**config.mk**
```make
export PLATFORM = sky130hd
export DESIGN_NAME = if_xact
export DESIGN_NICKNAME = d
export VERILOG_FILES = /design/src/rtl/if_xact_pkg.sv /design/src/rtl/if_xact_sync.sv /design/src/rtl/if_xact.sv
export SDC_FILE = /design/constraint.sdc
export NUM_CORES = 1
export LEC_CHECK = 0
export BUFFER_PORTS_ARGS = -buffer_cell sky130_fd_sc_hd__buf_2
export CAP_MARGIN = 25
export CORE_AREA = 5 5 77 79
export CTS_BUF_LIST = sky130_fd_sc_hd__clkbuf_2
export CTS_CLUSTER_DIAMETER = 150
export CTS_CLUSTER_SIZE = 10
export DETAILED_ROUTE_END_ITERATION = 8
export DIE_AREA = 0 0 82 84
export GPL_ROUTABILITY_DRIVEN = 0
export GPL_TIMING_DRIVEN = 0
export PLACE_DENSITY = 0.86
export RECOVER_POWER = 50
export SLEW_MARGIN = 10
export SYNTH_ARGS = -nofsm -noshare
export SYNTH_HDL_FRONTEND = slang
export SYNTH_HIERARCHICAL = 1
export SYNTH_SLANG_ARGS = --single-unit
```
**constraint.sdc**
```tcl
create_clock -name clk_sys -period 2.4 [get_ports clk_sys]
set_input_delay 0.12 -clock clk_sys [delete_from_list [all_inputs] [get_ports clk_sys]]
set_output_delay 0.12 -clock clk_sys [all_outputs]
set_load 0.02 [all_outputs]
```
**src/rtl/if_xact_pkg.sv**
```systemverilog
// Shared encodings for the system-interface transaction sequencer.
package if_xact_pkg;

  // Command opcodes (3 is reserved and behaves as a signal command)
  localparam logic [1:0] OP_READ   = 2'd0;
  localparam logic [1:0] OP_WRITE  = 2'd1;
  localparam logic [1:0] OP_SIGNAL = 2'd2;
  localparam logic [1:0] OP_RSVD   = 2'd3;

  // Completion status codes
  localparam logic [1:0] ST_OK    = 2'd0;
  localparam logic [1:0] ST_EN    = 2'd1;
  localparam logic [1:0] ST_PE    = 2'd2;
  localparam logic [1:0] ST_ALARM = 2'd3;

  // Sequencer states
  typedef enum logic [1:0] {
    S_IDLE = 2'd0,
    S_REQ  = 2'd1,
    S_REL  = 2'd2,
    S_DONE = 2'd3
  } if_state_e;

  // Answer classification: parity error beats not-ready beats ok.
  function automatic logic [1:0] classify(input logic ok, input logic en, input logic pe);
    logic [1:0] st;
    if (pe)      st = ST_PE;
    else if (en) st = ST_EN;
    else if (ok) st = ST_OK;
    else         st = ST_OK;
    return st;
  endfunction

endpackage

```
**src/rtl/if_xact_sync.sv**
```systemverilog
// N-stage synchroniser for one asynchronous answer line.
module if_sync #(
  parameter int STAGES = 2
) (
  input  logic clk_sys,
  input  logic rst_n,
  input  logic d,
  output logic q
);

  logic [STAGES-1:0] ff;

  // Shift the asynchronous input through the flop chain
  always_ff @(posedge clk_sys or negedge rst_n) begin
    if (!rst_n) ff <= '0;
    else        ff <= {ff[STAGES-2:0], d};
  end

  assign q = ff[STAGES-1];

endmodule

```
**src/rtl/if_xact.sv**
```systemverilog
// Master-side transaction sequencer: one command in, four-phase
// request/answer handshake out, classified completion back.
//
// Handshake: a command is taken on a clk_sys edge where cmd_valid and
// cmd_ready are both high; cmd_ready is high only while idle, so the
// upstream simply holds cmd_valid until it is taken. rsp_done is a
// one-cycle pulse; rsp_status/rsp_rdata stay put until the next pulse.
module if_xact
  import if_xact_pkg::*;
#(
  parameter int AW          = 16,
  parameter int DW          = 16,
  parameter int SYNC_STAGES = 2
) (
  input  logic          clk_sys,
  input  logic          rst_n,
  input  logic          cmd_valid,
  input  logic [1:0]    cmd_op,
  input  logic [AW-1:0] cmd_addr,
  input  logic [DW-1:0] cmd_wdata,
  output logic          cmd_ready,
  output logic          rsp_done,
  output logic [1:0]    rsp_status,
  output logic [DW-1:0] rsp_rdata,
  output logic          bus_req,
  output logic [1:0]    bus_op,
  output logic [AW-1:0] bus_ad,
  output logic [DW-1:0] bus_dt,
  input  logic          bus_ok,
  input  logic          bus_en,
  input  logic          bus_pe,
  input  logic [DW-1:0] bus_rdata,
  output logic          engage,
  input  logic          talarm,
  output if_state_e     dbg_state
);

  if_state_e  state;
  logic       ok_s, en_s, pe_s;
  logic       ans;
  logic [1:0] st_q;

  if_sync #(.STAGES(SYNC_STAGES)) u_sync_ok (.clk_sys(clk_sys), .rst_n(rst_n), .d(bus_ok), .q(ok_s));
  if_sync #(.STAGES(SYNC_STAGES)) u_sync_en (.clk_sys(clk_sys), .rst_n(rst_n), .d(bus_en), .q(en_s));
  if_sync #(.STAGES(SYNC_STAGES)) u_sync_pe (.clk_sys(clk_sys), .rst_n(rst_n), .d(bus_pe), .q(pe_s));

  assign ans       = ok_s | en_s | pe_s;
  assign cmd_ready = (state == S_IDLE);
  assign dbg_state = state;

  // Sequencer FSM; every output it owns is registered here
  always_ff @(posedge clk_sys or negedge rst_n) begin
    if (!rst_n) begin
      state      <= S_IDLE;
      st_q       <= ST_OK;
      bus_req    <= 1'b0;
      engage     <= 1'b0;
      rsp_done   <= 1'b0;
      rsp_status <= ST_OK;
      rsp_rdata  <= '0;
      bus_op     <= '0;
      bus_ad     <= '0;
      bus_dt     <= '0;
    end else begin
      case (state)
        S_IDLE: begin
          if (cmd_valid) begin
            bus_op  <= cmd_op;
            bus_ad  <= cmd_addr;
            bus_dt  <= cmd_wdata;
            bus_req <= 1'b1;
            engage  <= 1'b1;
            state   <= S_REQ;
          end
        end
        S_REQ: begin
          // An answer in the same cycle as the alarm takes precedence
          if (ans) begin
            st_q    <= classify(ok_s, en_s, pe_s);
            // bus_rdata is stable for as long as an answer line is high
            if (bus_op == OP_READ && ok_s && !en_s && !pe_s) rsp_rdata <= bus_rdata;
            bus_req <= 1'b0;
            state   <= S_REL;
          end else if (talarm) begin
            rsp_status <= ST_ALARM;
            bus_req    <= 1'b0;
            engage     <= 1'b0;
            rsp_done   <= 1'b1;
            state      <= S_DONE;
          end
        end
        S_REL: begin
          // A line that never releases is caught by the alarm timer
          if (!ans) begin
            rsp_status <= st_q;
            engage     <= 1'b0;
            rsp_done   <= 1'b1;
            state      <= S_DONE;
          end else if (talarm) begin
            rsp_status <= ST_ALARM;
            engage     <= 1'b0;
            rsp_done   <= 1'b1;
            state      <= S_DONE;
          end
        end
        S_DONE: begin
          rsp_done <= 1'b0;
          state    <= S_IDLE;
        end
        default: state <= S_IDLE;
      endcase
    end
  end

endmodule

```
# Yosys cells after proc, flatten, opt, wreduce, memory -nomap -nowiden

Index checks and enable logic that the tools add are counted.

Bits in registers: 65
Memory bits (read-only): 0
Bits in latches: 0
RAM bits: 0
Memories kept: 0
Logic and storage cells: 62

Shifts and indexed selects: 0
Order comparisons: 0
Equality and inequality tests: 6
Div/mod/pow operators: 0
Bitwise gates (word level): 2
Muxes and demuxes: 23
Multipliers: 0
Add/sub/neg operators: 0
Reduce and logical (&&, ||, !) cells: 18

Operators with widths:

| cell                                                                   | number |
|---|---|
| 2-bit two-way mux                                                      | 8 |
| 1-bit two-way mux                                                      | 10 |
| 3-bit AND reduction                                                    | 3 |
| 2-bit one-hot mux with 4 select lines                                  | 1 |
| 2-bit AND reduction                                                    | 4 |
| 1-bit one-hot mux with 3 select lines                                  | 2 |
| 3-bit nonzero test                                                     | 2 |
| 2-bit equality test (second input constant)                            | 2 |
| 2-bit zero test                                                        | 2 |
| 2-bit != test (second input constant)                                  | 2 |
| 2-bit one-hot mux with 2 select lines                                  | 1 |
| 2-bit nonzero test                                                     | 2 |
| 1-bit logical AND                                                      | 3 |
| 3-bit != test (second input constant)                                  | 1 |
| 2-bit by 1-bit equality test with 1-bit output (second input constant) | 1 |
| 1-bit zero test                                                        | 2 |
| 1-bit OR                                                               | 2 |
| 1-bit one-hot mux with 2 select lines                                  | 1 |

# Depth between registers and ports, before layout

Gate-level depths: netlist (run 1).

Depth in word-level cells: 5
Gate-level depth with buffers: 6
Mapped depth without buffers: 5

# Cells and area by module

Netlist (run 1), hierarchy kept.

By module, submodules not included:

| module  | area each (um^2) | times used | cells an instance | seq. area each (um^2) |
|---|---|---|---|---|
| if_xact | 2,491.1          | 1          | 161               | 1,476.4 |
| if_sync | 50.0             | 3          | 2                 | 50.0 |

# Least setup slack after synthesis (run 1)

No wires, ideal clock.

Path kind: reg2reg
Start point: register state[0], in the netlist dbg_state[0]
End point: register bus_ad[0]
Data required time: 2.275 ns
Stages on the path, launching flop included: 6
Clock period less this slack: 1.842 ns
Slack: 0.558 ns
Arrival time: 1.718 ns
Path buffers: 1
Path through: dfrtp_1 > inv_1 > ha_1 > nand2_1 > buf_2 > mux2_2

Cells in the longest elaborated chain, start to end: 2

RTL lines:

| item                                 | line          | source |
|---|---|---|
| start: declaration                   | if_xact.sv:38 | `if_state_e state;` |
| start signal: assignment             | if_xact.sv:54 | `state <= S_IDLE;` |
| start signal: assignment             | if_xact.sv:73 | `state <= S_REQ;` |
| start signal: assignment             | if_xact.sv:83 | `state <= S_REL;` |
| 2-bit zero test                      | -             |  |
| via cmd_ready                        | if_xact.sv:21 | `output logic cmd_ready,` |
| 2-bit AND reduction (no source line) | -             |  |
| end signal: assignment               | if_xact.sv:69 | `bus_ad <= cmd_addr;` |
| end: declaration                     | if_xact.sv:27 | `output logic [AW-1:0] bus_ad,` |

The timed path passes the listed nets, and every way through them passes these cells.
A chain may end at the register's enable or synchronous reset.

# Worst setup path in the final report (run 1)

Start point: register state[0], in the netlist dbg_state[0]
End point: register bus_dt[13]

Cells in the longest elaborated chain, start to end: 2

RTL lines:

| item                                 | line          | source |
|---|---|---|
| 2-bit zero test                      | if_xact.sv:65 | `case (state)` |
| 2-bit AND reduction (no source line) | -             |  |
| end signal: assignment               | if_xact.sv:70 | `bus_dt <= cmd_wdata;` |
| end: declaration                     | if_xact.sv:28 | `output logic [DW-1:0] bus_dt,` |

No other way between the ends.

==> results.ini, run 1 <==
[outcome]
status = finished with violations
violations = capacitance limit, slew limit

[drt]
wl_met2_um = 3450
routed.top_layer = met4
viasPerCell = 4.77
vias = 2024
routedWlPerCell_um = 15.8
drt_iter0_markers = 33
drtAntennaViolNets = 0
met1_length_um = 2620
drc = 0
routed_wl_um = 6710
wl_met3_um = 471
drt_pass1_iterations = 4

[cells_and_area]
final_nets = 410
drive_above_1_share_pct = 46.9
syn2layout_area_growth_pct = 48.7
fillers = 373
utilization_pct = 74.5
layout.cells.non_filler = 424
antennaDiodeCount = 0

[timing]
timing.final.crit_share_pct = 78.6
finClkSkew_ns = 0.0186
rsz0062_at_grt = no
tightest_slew_ns = 1.55
slew_violations = 66
setup_tns_ns = 0
hold_viol = 0
fin_crit_ns = 1.89
max_freq_mhz = 530
worst_slack_ns = 0.514
maxSlewHeadroom_pct = -3.46
setup_viol = 0

[synth]
async_reset_ff_share_pct = 100
ys_ff_latch = 65
syn_nets = 229
synth.top_cells.by_count = 65 x dfrtp_1, 41 x mux2_2, 10 x mux2_4
synthCells = 167
ys_warn_count = 6
synth.area.top_cells = dfrtp_1 62%, mux2_2 17%, mux2_4 5.7%
avgSynthCellArea_um2 = 15.8
yosys.cell_types.count = 30
yosys.area.top_type = dfrtp_1
synth_edf_count = 0
synth_ff_type = dfrtp_1
yosysMostFrequentCell = dfrtp_1
seq_area_frac_synth_pct = 61.6
yosysTopAreaCellShare_pct = 61.6
synth_area_um2 = 2640

[die]
die_h_um = 84
start_util_pct = 50.1
die-area_um2 = 6890
fp.dieW_um = 82
fp-row-count = 27
fp.coreArea_um2 = 5270
ios = 115

[job]
max_cap_viol_count = 1

[clock_network]
root_buffer = clkbuf_2
clockBufferDepth = 2
clk_latency_ns = 0.46
htree_levels = 3
clk_pin_slew_ns = 0.17
cts_made_buffers = 9
clock_sinks = 65
cts_tree = done
postCtsResizedCells = 0

[global_routing]
antenna_found_initial = 0
grt_pass1_wl_um = 10700
grt_pass1_vias = 2273
overflow = 0
grt_max_degree = 66
track_usage_pct = 20.8

[power]
intPower_w = 0.00282
irDropWorstVdd_mv = 0.773
seq_power_share_pct = 39.6
p_sw_share_pct = 40.8
power_per_cell_area_nw_per_um2 = 1220
p_clk_share_pct = 12.2
combPwrFrac_pct = 48.2
p_leak_nw = 1.87
p_switching_w = 0.00195

[worst_hold_path]
min_path_cells = 2
min_path_type = in2reg

[critical_path]
cp.required_ns = 2.76
r2r_cells = 5
crit_arrival_ns = 2.24
start_kind = register
cp_max_fo = 10
cp-end-kind = register
path_class = reg2reg

[placed_design]
dp.cells = 353
pre_cts_ws_ns = 0.534
dp_hpwl_um = 3970
port_buffers = 114

-- critical path, cell delays in order (launching register included) --
cell	delay (ns)
dfrtp_1	0.42
inv_1	0.11
ha_1	0.29
nand2_1	0.27
buf_2	0.32
mux2_2	0.37
-- state kept, by name (all words and copies together) (netlist names) --
| register | flops |
|---|---|
| st_q | 2 |
| u_sync_pe/ff | 2 |
| engage | 1 |
| dbg_state | 2 |
| rsp_rdata | 16 |
| u_sync_ok/ff | 2 |
| rsp_done | 1 |
| bus_op | 2 |
| bus_ad | 16 |
| u_sync_en/ff | 2 |
| bus_dt | 16 |
| rsp_status | 2 |
| bus_req | 1 |
-- worst paths after layout --
check                                start              end  slack, ns
max                           dbg_state[0]       bus_dt[13]       0.51
min                                 bus_pe  u_sync_pe/ff[0]       0.31
max reg2reg                   dbg_state[0]       bus_dt[13]       0.51
min reg2reg                u_sync_pe/ff[0]  u_sync_pe/ff[1]       0.37
max in group asynchronous            rst_n  u_sync_en/ff[1]       0.91
min in group asynchronous            rst_n     rsp_rdata[0]       0.56
-- power groups by stage --
stage	combinational [W]	clock (W)	sequential (W)
finish	0.00230	0.000581	0.00189
global route	0.00247	0.000660	0.00195
CTS	0.00236	0.000601	0.00187
detailed placement	0.00229	0	0.00189
global placement	0.00223	0	0.00186
floorplan	0.000908	0	0.00250
-- logic make-up after synthesis --
group                    after synthesis  share of synthesized area, %
flip-flops                            65                          61.6
multiplexers                          51                          23.2
AND/OR/NAND/NOR                       13                          4.50
AO/OA/AOI/OAI                         20                          5.59
buffers and inverters                 13                          2.79
adder cells (fa/ha/maj)                5                          2.37
-- per-stage QoR --
| stage | cell area [um2] | hold slack [ns] | total power, W |
|---|---|---|---|
| finish | 3930 | 0.306 | 0.00477 |
| global placement | 3300 | 0.230 | 0.00409 |
| detailed placement | 3300 | 0.230 | 0.00418 |
| CTS | 3960 | 0.259 | 0.00483 |
| floorplan | 2640 | -0.176 | 0.00341 |
| global route | 3930 | 0.226 | 0.00508 |
-- cell type report --
| class | instances | area, um2 | area share (%) |
|---|---|---|---|
| Multi-Input combinational cell | 89 | 941 | 23.9 |
| Timing Repair Buffer | 170 | 1100 | 28.1 |
| Sequential cell | 65 | 1630 | 41.4 |
| Inverter | 5 | 18.8 | 0.478 |
| Clock inverter | 6 | 50.0 | 1.27 |
| Clock buffer | 9 | 45.0 | 1.15 |
| Tap cell | 72 | 90.1 | 2.29 |
| Buffer | 8 | 55.1 | 1.40 |
-- layout by cell type (no fill, tap or decap) --
cell type      instances
a2111oi_0              1
a21oi_1                3
a2bb2oi_1              3
buf_2                 95
buf_4                  1
buf_6                  2
bufinv_16              1
clkbuf_1              23
clkbuf_2              10
clkinv_1               4
clkinv_2               1
dfrtp_1               65
dlygate4sd3_1         56
ha_1                   5
inv_1                  5
mux2_2                41
mux2_4                10
nand2_1                2
nand2b_1               1
nand3_4                1
nor2_1                 1
nor2b_1                1
nor3_1                 2
nor4_1                 2
nor4_4                 1
nor4b_4                1
o21a_1                 1
o21ai_0                3
o21bai_1               1
o221a_2                1
o22ai_1                1
o311a_1                1
o31a_1                 1
o31ai_1                3
o41ai_1                1
or4b_1                 1
-- per-layer routing --
metal  vias up  global-route usage (%)
met5         -                       0
met2        86                    35.0
li1        966                       -
met1       954                    22.5
met4         0                    11.0
met3        18                    7.02
-- repair_timing --
action                                 in CTS  in global routing
hold buffers                               56                  0
endpoints found under the hold margin     120                  0
buffers inserted                            0                  0
Note: power is estimated with default switching activity, not from simulation.
==> run 2: changes to the inputs <==
--- a/config.mk
+++ b/config.mk
@@ -7,15 +7,15 @@
 export LEC_CHECK = 0
 export BUFFER_PORTS_ARGS = -buffer_cell sky130_fd_sc_hd__buf_2
 export CAP_MARGIN = 25
-export CORE_AREA = 5 5 77 79
+export CORE_AREA = 5 5 84 86
 export CTS_BUF_LIST = sky130_fd_sc_hd__clkbuf_2
 export CTS_CLUSTER_DIAMETER = 150
 export CTS_CLUSTER_SIZE = 10
 export DETAILED_ROUTE_END_ITERATION = 8
-export DIE_AREA = 0 0 82 84
+export DIE_AREA = 0 0 89 91
 export GPL_ROUTABILITY_DRIVEN = 0
 export GPL_TIMING_DRIVEN = 0
-export PLACE_DENSITY = 0.86
+export PLACE_DENSITY = 0.76
 export RECOVER_POWER = 50
 export SLEW_MARGIN = 10
 export SYNTH_ARGS = -nofsm -noshare
==> constraint.sdc (replaced) <==
create_clock -name clk_sys -period 1.5 [get_ports clk_sys]
set_input_delay 0.075 -clock clk_sys [delete_from_list [all_inputs] [get_ports clk_sys]]
set_output_delay 0.075 -clock clk_sys [all_outputs]
set_load 0.02 [all_outputs]
==> results.ini, run 2 (synthesized netlist as in run 1, its figures left out) <==
[critical_path]
crit_top_cell = buf_4
slowest_stage = dfrtp_2  ; was dfrtp_1
cp-end-kind = register  ; unchanged
crit_arrival_ns = 1.92  ; was 2.24 ns
start_kind = register  ; unchanged
path_class = reg2reg  ; unchanged
max_stage_delay_ns = 0.48  ; was 0.42 ns
path_cells = buf_4, ha_4, nor4b_4, buf_4, o31ai_1, a21oi_1  ; was inv_1, ha_1, nand2_1, buf_2, mux2_2
cp_max_fo = 5  ; was 10
ff2ff_setup_slack_ns = -0.06  ; was 0.51 ns
cp.required_ns = 1.86  ; was 2.76 ns

[clock_network]
clockBufferDepth = 2  ; unchanged
root_buffer = clkbuf_2  ; unchanged
clock_sinks = 65  ; unchanged
clk_latency_ns = 0.46  ; about the same
clk_pin_slew_ns = 0.18  ; was 0.17 ns
cts_made_buffers = 9  ; unchanged
htree_levels = 3  ; unchanged
cts_tree = done  ; unchanged

[drt]
vias = 2107  ; was 2024
drt_iter0_markers = 25  ; was 33
drt_pass1_iterations = 4  ; unchanged
drc = 0  ; unchanged
viasPerCell = 4.75  ; was 4.77
routedWlPerCell_um = 15.9  ; was 15.8 um
routed_wl_um = 7050  ; was 6710 um
drtAntennaViolNets = 0  ; unchanged

[cells_and_area]
drive_above_1_share_pct = 57.5  ; was 46.9%
multi_input_area_um2 = 1050  ; was 941 um2
layout.cells.non_filler = 444  ; was 424
fillers = 446  ; was 373
mostFrequentLayoutCell = buf_2  ; unchanged
syn2layout_area_growth_pct = 61.3  ; was 48.7%
utilization_pct = 68.7  ; was 74.5%
reg.largest.list = bus_ad x16, bus_dt x16, rsp_rdata x16  ; unchanged
final_nets = 424  ; was 410
most-common-layout-cells = 101 x buf_2, 61 x dfrtp_1, 56 x dlygate4sd3_1  ; was 95 x buf_2, 65 x dfrtp_1, 56 x dlygate4sd3_1
antennaDiodeCount = 0  ; unchanged
seqCellArea_um2 = 1630  ; about the same

[die]
die_h_um = 91  ; was 84 um
ios = 115  ; unchanged
fp-row-count = 29  ; was 27
start_util_pct = 42.6  ; was 50.1%
fp.dieW_um = 89  ; was 82 um
die-area_um2 = 8100  ; was 6890 um2
fp.coreArea_um2 = 6200  ; was 5270 um2

[timing]
max_freq_mhz = 641  ; was 530 MHz
finClkSkew_ns = 0.0142  ; was 0.0186 ns
setup_viol = 14  ; was 0
maxSlewHeadroom_pct = 42.2  ; was -3.46%
rsz0062_at_grt = yes  ; was no
slew_violations = 0  ; was 66
worst_slack_ns = -0.0595  ; was 0.514 ns
fin_crit_ns = 1.56  ; was 1.89 ns
tightest_slew_ns = 0.867  ; was 1.55 ns
timing.final.crit_share_pct = 104  ; was 78.6%
hold_viol = 0  ; unchanged

[power]
irDropWorstVdd_mv = 1.43  ; was 0.773 mV
power_per_cell_area_nw_per_um2 = 1950  ; was 1220 nW/um2
p_leak_nw = 2.02  ; was 1.87 nW
power_w = 0.00832  ; was 0.00477 W

[placed_design]
dp_hpwl_um = 4050  ; was 3970 um
pre_cts_ws_ns = -0.128  ; was 0.534 ns
port_buffers = 114  ; unchanged
dp.cells = 358  ; was 353

[global_routing]
antenna_found_initial = 0  ; unchanged
grt_pass1_wl_um = 11100  ; was 10700 um
grt_max_degree = 66  ; unchanged
track_usage_pct = 17.9  ; was 20.8%
grt_pass1_vias = 2318  ; was 2273
overflow = 0  ; unchanged

[job]
max_cap_viol_count = 0  ; was 1

[outcome]
violations = setup timing  ; was capacitance limit, slew limit
status = finished with violations  ; unchanged

[worst_hold_path]
min_path_type = in2async  ; was in2reg

run 2: cell count changes in the layout (fill, tap and decap cells not counted), moves of 2 or more:
cell and change:
inv_1 -2, inv_4 +2, buf_4 +13, buf_8 +2, buf_6 +3, ha_4 +3, dfrtp_2 +4, a2bb2oi_2 +2
a2bb2oi_1 -2, dfrtp_1 -4, ha_1 -4, buf_2 +6, clkbuf_1 -12, clkinv_1 -2
run 2: repair_timing:
item	in CTS	in global routing
setup buffers	8	7
pin swaps	4	7
hold buffers	56	0
resized for setup	11	12
endpoints found under the setup margin	45	53
gates cloned	0	1
hold endpoints to repair	122	0
run 2: final cells by class:
| type | instances | share of cell area, % |
|---|---|---|
| Timing Repair Buffer | 186 | 29.8 |
| Sequential cell | 65 | 38.3 |
| Tap cell | 77 | 2.26 |
| Clock buffer | 10 | 1.17 |
| Multi-Input combinational cell | 89 | 24.6 |
| Inverter | 5 | 0.558 |
| Buffer | 6 | 1.97 |
| Clock inverter | 6 | 1.38 |
run 2: stage by stage:
stage / cell area (um2) / hold slack [ns] / setup TNS, ns
floorplan: 2720 / -0.221 / -0.293
global placement: 3380 / 0.184 / -3.16
detailed placement: 3390 / 0.184 / -3.89
CTS: 4160 / 0.193 / -0.644
global route: 4260 / 0.187 / -1.67
finish: 4260 / 0.251 / -0.435
run 2: worst max-delay path: cells and delay by family, from the launching register on:
kind	cells	cell delay, ns
compound gates	2	0.39
fa+ha+maj	1	0.17
buf+inv	2	0.29
flops	1	0.48
simple gates	1	0.13
run 2: power breakdown:
group	internal, W	switching (W)
clock network	0.000382	0.000613
registers	0.00257	0.000481
logic	0.00202	0.00226
total	0.00497	0.00335
run 2: layer usage:
layer	global-route usage (%)	wire, um	up-vias
met4	8.31	142	0
met3	3.89	409	11
li1	-	-	994
met5	0	0	-
met1	19.5	2640	1023
met2	32.4	3860	79
run 2: path summary, 6_finish.rpt:
path                                   endpoint  depth (start not counted)       startpoint
worst max-delay path               dbg_state[1]                          6     dbg_state[1]
worst min-delay path              rsp_rdata[10]                          2            rst_n
worst max register to register     dbg_state[1]                          6     dbg_state[1]
worst min register to register  u_sync_ok/ff[1]                          0  u_sync_ok/ff[0]
max in group asynchronous       u_sync_en/ff[1]                          2            rst_n
min in group clk_sys            u_sync_ok/ff[0]                          2           bus_ok
==> run 3: changes to the inputs <==
--- a/config.mk
+++ b/config.mk
@@ -7,15 +7,15 @@
 export LEC_CHECK = 0
 export BUFFER_PORTS_ARGS = -buffer_cell sky130_fd_sc_hd__buf_2
 export CAP_MARGIN = 25
-export CORE_AREA = 5 5 84 86
-export CTS_BUF_LIST = sky130_fd_sc_hd__clkbuf_2
+export CORE_AREA = 5 5 86 88
+export CTS_BUF_LIST = sky130_fd_sc_hd__clkbuf_16
 export CTS_CLUSTER_DIAMETER = 150
 export CTS_CLUSTER_SIZE = 10
 export DETAILED_ROUTE_END_ITERATION = 8
-export DIE_AREA = 0 0 89 91
+export DIE_AREA = 0 0 91 93
 export GPL_ROUTABILITY_DRIVEN = 0
 export GPL_TIMING_DRIVEN = 0
-export PLACE_DENSITY = 0.76
+export PLACE_DENSITY = 0.73
 export RECOVER_POWER = 50
 export SLEW_MARGIN = 10
 export SYNTH_ARGS = -nofsm -noshare
==> results.ini, run 3 (synthesized netlist as in run 1, its figures left out) <==
[clock_network]
root_buffer = clkbuf_16  ; was clkbuf_2
cts_made_buffers = 9  ; unchanged
clk_pin_slew_ns = 0.06  ; was 0.18 ns
htree_levels = 3  ; unchanged
clk_latency_ns = 0.31  ; was 0.46 ns
cts_tree = done  ; unchanged
clockBufferDepth = 2  ; unchanged
clock_sinks = 65  ; unchanged

[cells_and_area]
syn2layout_area_growth_pct = 63.1  ; was 61.3%
final_nets = 417  ; was 424
antennaDiodeCount = 0  ; unchanged
drive_above_1_share_pct = 45.3  ; was 57.5%
reg.largest.list = bus_ad x16, bus_dt x16, rsp_rdata x16  ; unchanged
layout.cells.non_filler = 440  ; was 444
most-common-layout-cells = 63 x dfrtp_1, 61 x buf_2, 52 x dlygate4sd3_1, 52 x clkbuf_1, 40 x mux2_2  ; was 101 x buf_2, 61 x dfrtp_1, 56 x dlygate4sd3_1
mostFrequentLayoutCell = dfrtp_1  ; was buf_2

[timing]
maxSlewHeadroom_pct = 45.0  ; was 42.2%
finClkSkew_ns = 0.00567  ; was 0.0142 ns
max_freq_mhz = 643  ; was 641 MHz
rsz0062_at_grt = yes  ; unchanged
setup_viol = 14  ; unchanged
fin_crit_ns = 1.56  ; about the same
hold_slack_ns = 0.00535  ; was 0.251 ns
tightest_slew_ns = 0.824  ; was 0.867 ns
hold_viol = 0  ; unchanged
worst_slack_ns = -0.0554  ; was -0.0595 ns
slew_violations = 0  ; unchanged
timing.final.crit_share_pct = 104  ; about the same

[critical_path]
crit_arrival_ns = 1.75  ; was 1.92 ns
path_class = reg2reg  ; unchanged
r2r-start = u_sync_en/ff[1]  ; was dbg_state[1]
r2r_cells = 4  ; was 6
r2r_end = rsp_done  ; was dbg_state[1]
crit_start = u_sync_en/ff[1]  ; was dbg_state[1]
cp_max_fo = 5  ; unchanged
ff2ff_setup_slack_ns = -0.06  ; about the same
cp-end-kind = register  ; unchanged
cp.required_ns = 1.70  ; was 1.86 ns
crit_end = rsp_done  ; was dbg_state[1]
start_kind = register  ; unchanged

[global_routing]
track_usage_pct = 16.7  ; was 17.9%
grt_pass1_vias = 2345  ; was 2318
grt_max_degree = 66  ; unchanged
overflow = 0  ; unchanged
grt_pass1_wl_um = 11400  ; was 11100 um
antenna_found_initial = 0  ; unchanged

[die]
fp.coreArea_um2 = 6570  ; was 6200 um2
die_h_um = 93  ; was 91 um
ios = 115  ; unchanged
die-area_um2 = 8460  ; was 8100 um2
start_util_pct = 40.2  ; was 42.6%
fp.dieW_um = 91  ; was 89 um
fp-row-count = 30  ; was 29

[power]
intPower_w = 0.00560  ; was 0.00497 W
p_leak_nw = 1.95  ; was 2.02 nW
power_per_cell_area_nw_per_um2 = 2090  ; was 1950 nW/um2
p_switching_w = 0.00341  ; was 0.00335 W
seq_power_share_pct = 34.2  ; was 36.7%
p_clk_share_pct = 22.0  ; was 12.0%
p_sw_share_pct = 37.9  ; was 40.3%
combPwrFrac_pct = 43.8  ; was 51.4%
irDropWorstVdd_mv = 1.28  ; was 1.43 mV

[drt]
drt_iter0_markers = 29  ; was 25
drt_pass1_iterations = 6  ; was 4
routedWlPerCell_um = 15.6  ; was 15.9 um
drc = 0  ; unchanged
routed_wl_um = 6840  ; was 7050 um
drtAntennaViolNets = 0  ; unchanged
viasPerCell = 4.79  ; was 4.75
vias = 2108  ; was 2107

[job]
max_cap_viol_count = 0  ; unchanged

[outcome]
violations = setup timing  ; unchanged
status = finished with violations  ; unchanged

[placed_design]
dp_hpwl_um = 4060  ; was 4050 um
port_buffers = 114  ; unchanged
dp.cells = 361  ; was 358

[worst_hold_path]
min_path_type = in2reg  ; was in2async

## run 3: cell count changes in the layout (fill, tap and decap cells not counted), moves of 2 or more
cell | previous run | this run
buf_6 | 5 | 9
dfrtp_1 | 61 | 63
clkbuf_1 | 11 | 52
dlygate4sd3_1 | 56 | 52
clkbuf_16 | 1 | 9
buf_2 | 101 | 61
buf_4 | 14 | 9
buf_8 | 2 | 0
clkbuf_2 | 10 | 0
dfrtp_2 | 4 | 2
## run 3: per-stage QoR
step           total power, W  utilization (%)  setup WS [ns]  TNS [ns]  cell area [um2]
2_1_floorplan         0.00561                -        -0.0260    -0.293             2720
3_3_place_gp          0.00675             51.6         -0.137     -3.08             3390
3_5_place_dp          0.00686             51.6         -0.128     -3.17             3390
4_1_cts               0.00910             65.8        -0.0552    -0.542             4320
5_1_grt               0.00956             65.6         -0.128     -1.66             4310
6_report              0.00901             65.6        -0.0554    -0.323             4310
## run 3: layout make-up
class	instances	area [um2]
Clock inverter	7	62.6
Sequential cell	65	1630
Timing Repair Buffer	177	1140
Fill cell	516	2260
Tap cell	80	100
Clock buffer	9	225
Buffer	8	98.8
Inverter	5	23.8
Multi-Input combinational cell	89	1030
## run 3: worst min path at each step
stage                  from              end  slack (ns)  cells past startpoint
2_1_floorplan         rst_n        bus_ad[0]       -0.22                      0
3_3_place_gp         bus_ok  u_sync_ok/ff[0]        0.18                      1
3_5_place_dp         bus_pe  u_sync_pe/ff[0]        0.18                      1
4_1_cts        cmd_wdata[3]        bus_dt[3]      0.0005                      2
5_1_grt        cmd_wdata[9]        bus_dt[9]       0.008                      2
6_report       cmd_wdata[3]        bus_dt[3]       0.005                      2
## run 3: power by group through the flow
stage | Clock, W | Combinational [W] | Sequential (W)
floorplan | 0 | 0.00158 | 0.00403
global placement | 0 | 0.00374 | 0.00301
detailed placement | 0 | 0.00381 | 0.00306
CTS | 0.00203 | 0.00404 | 0.00304
global route | 0.00212 | 0.00425 | 0.00319
finish | 0.00198 | 0.00395 | 0.00308
## run 3: per-layer routing
layer	wire length (um)	global-route usage, %
met3	356	3.86
met5	0	0
met2	3700	30.2
met1	2650	19.1
met4	134	6.60
## run 3: repair_timing
action                                 in CTS  in global routing
gates resized for setup                     7                 10
setup buffers                               9                  1
hold buffers                               52                  0
pin swaps                                   3                  2
endpoints found under the hold margin     116                  0
gates cloned                                1                  0
setup endpoints to repair                  44                 51
## run 3: critical path, cell delays in order (launching register included)
cell     delay (ns)
dfrtp_1        0.37
buf_6          0.13
o31a_1         0.34
or4b_1         0.47
o311a_1        0.13
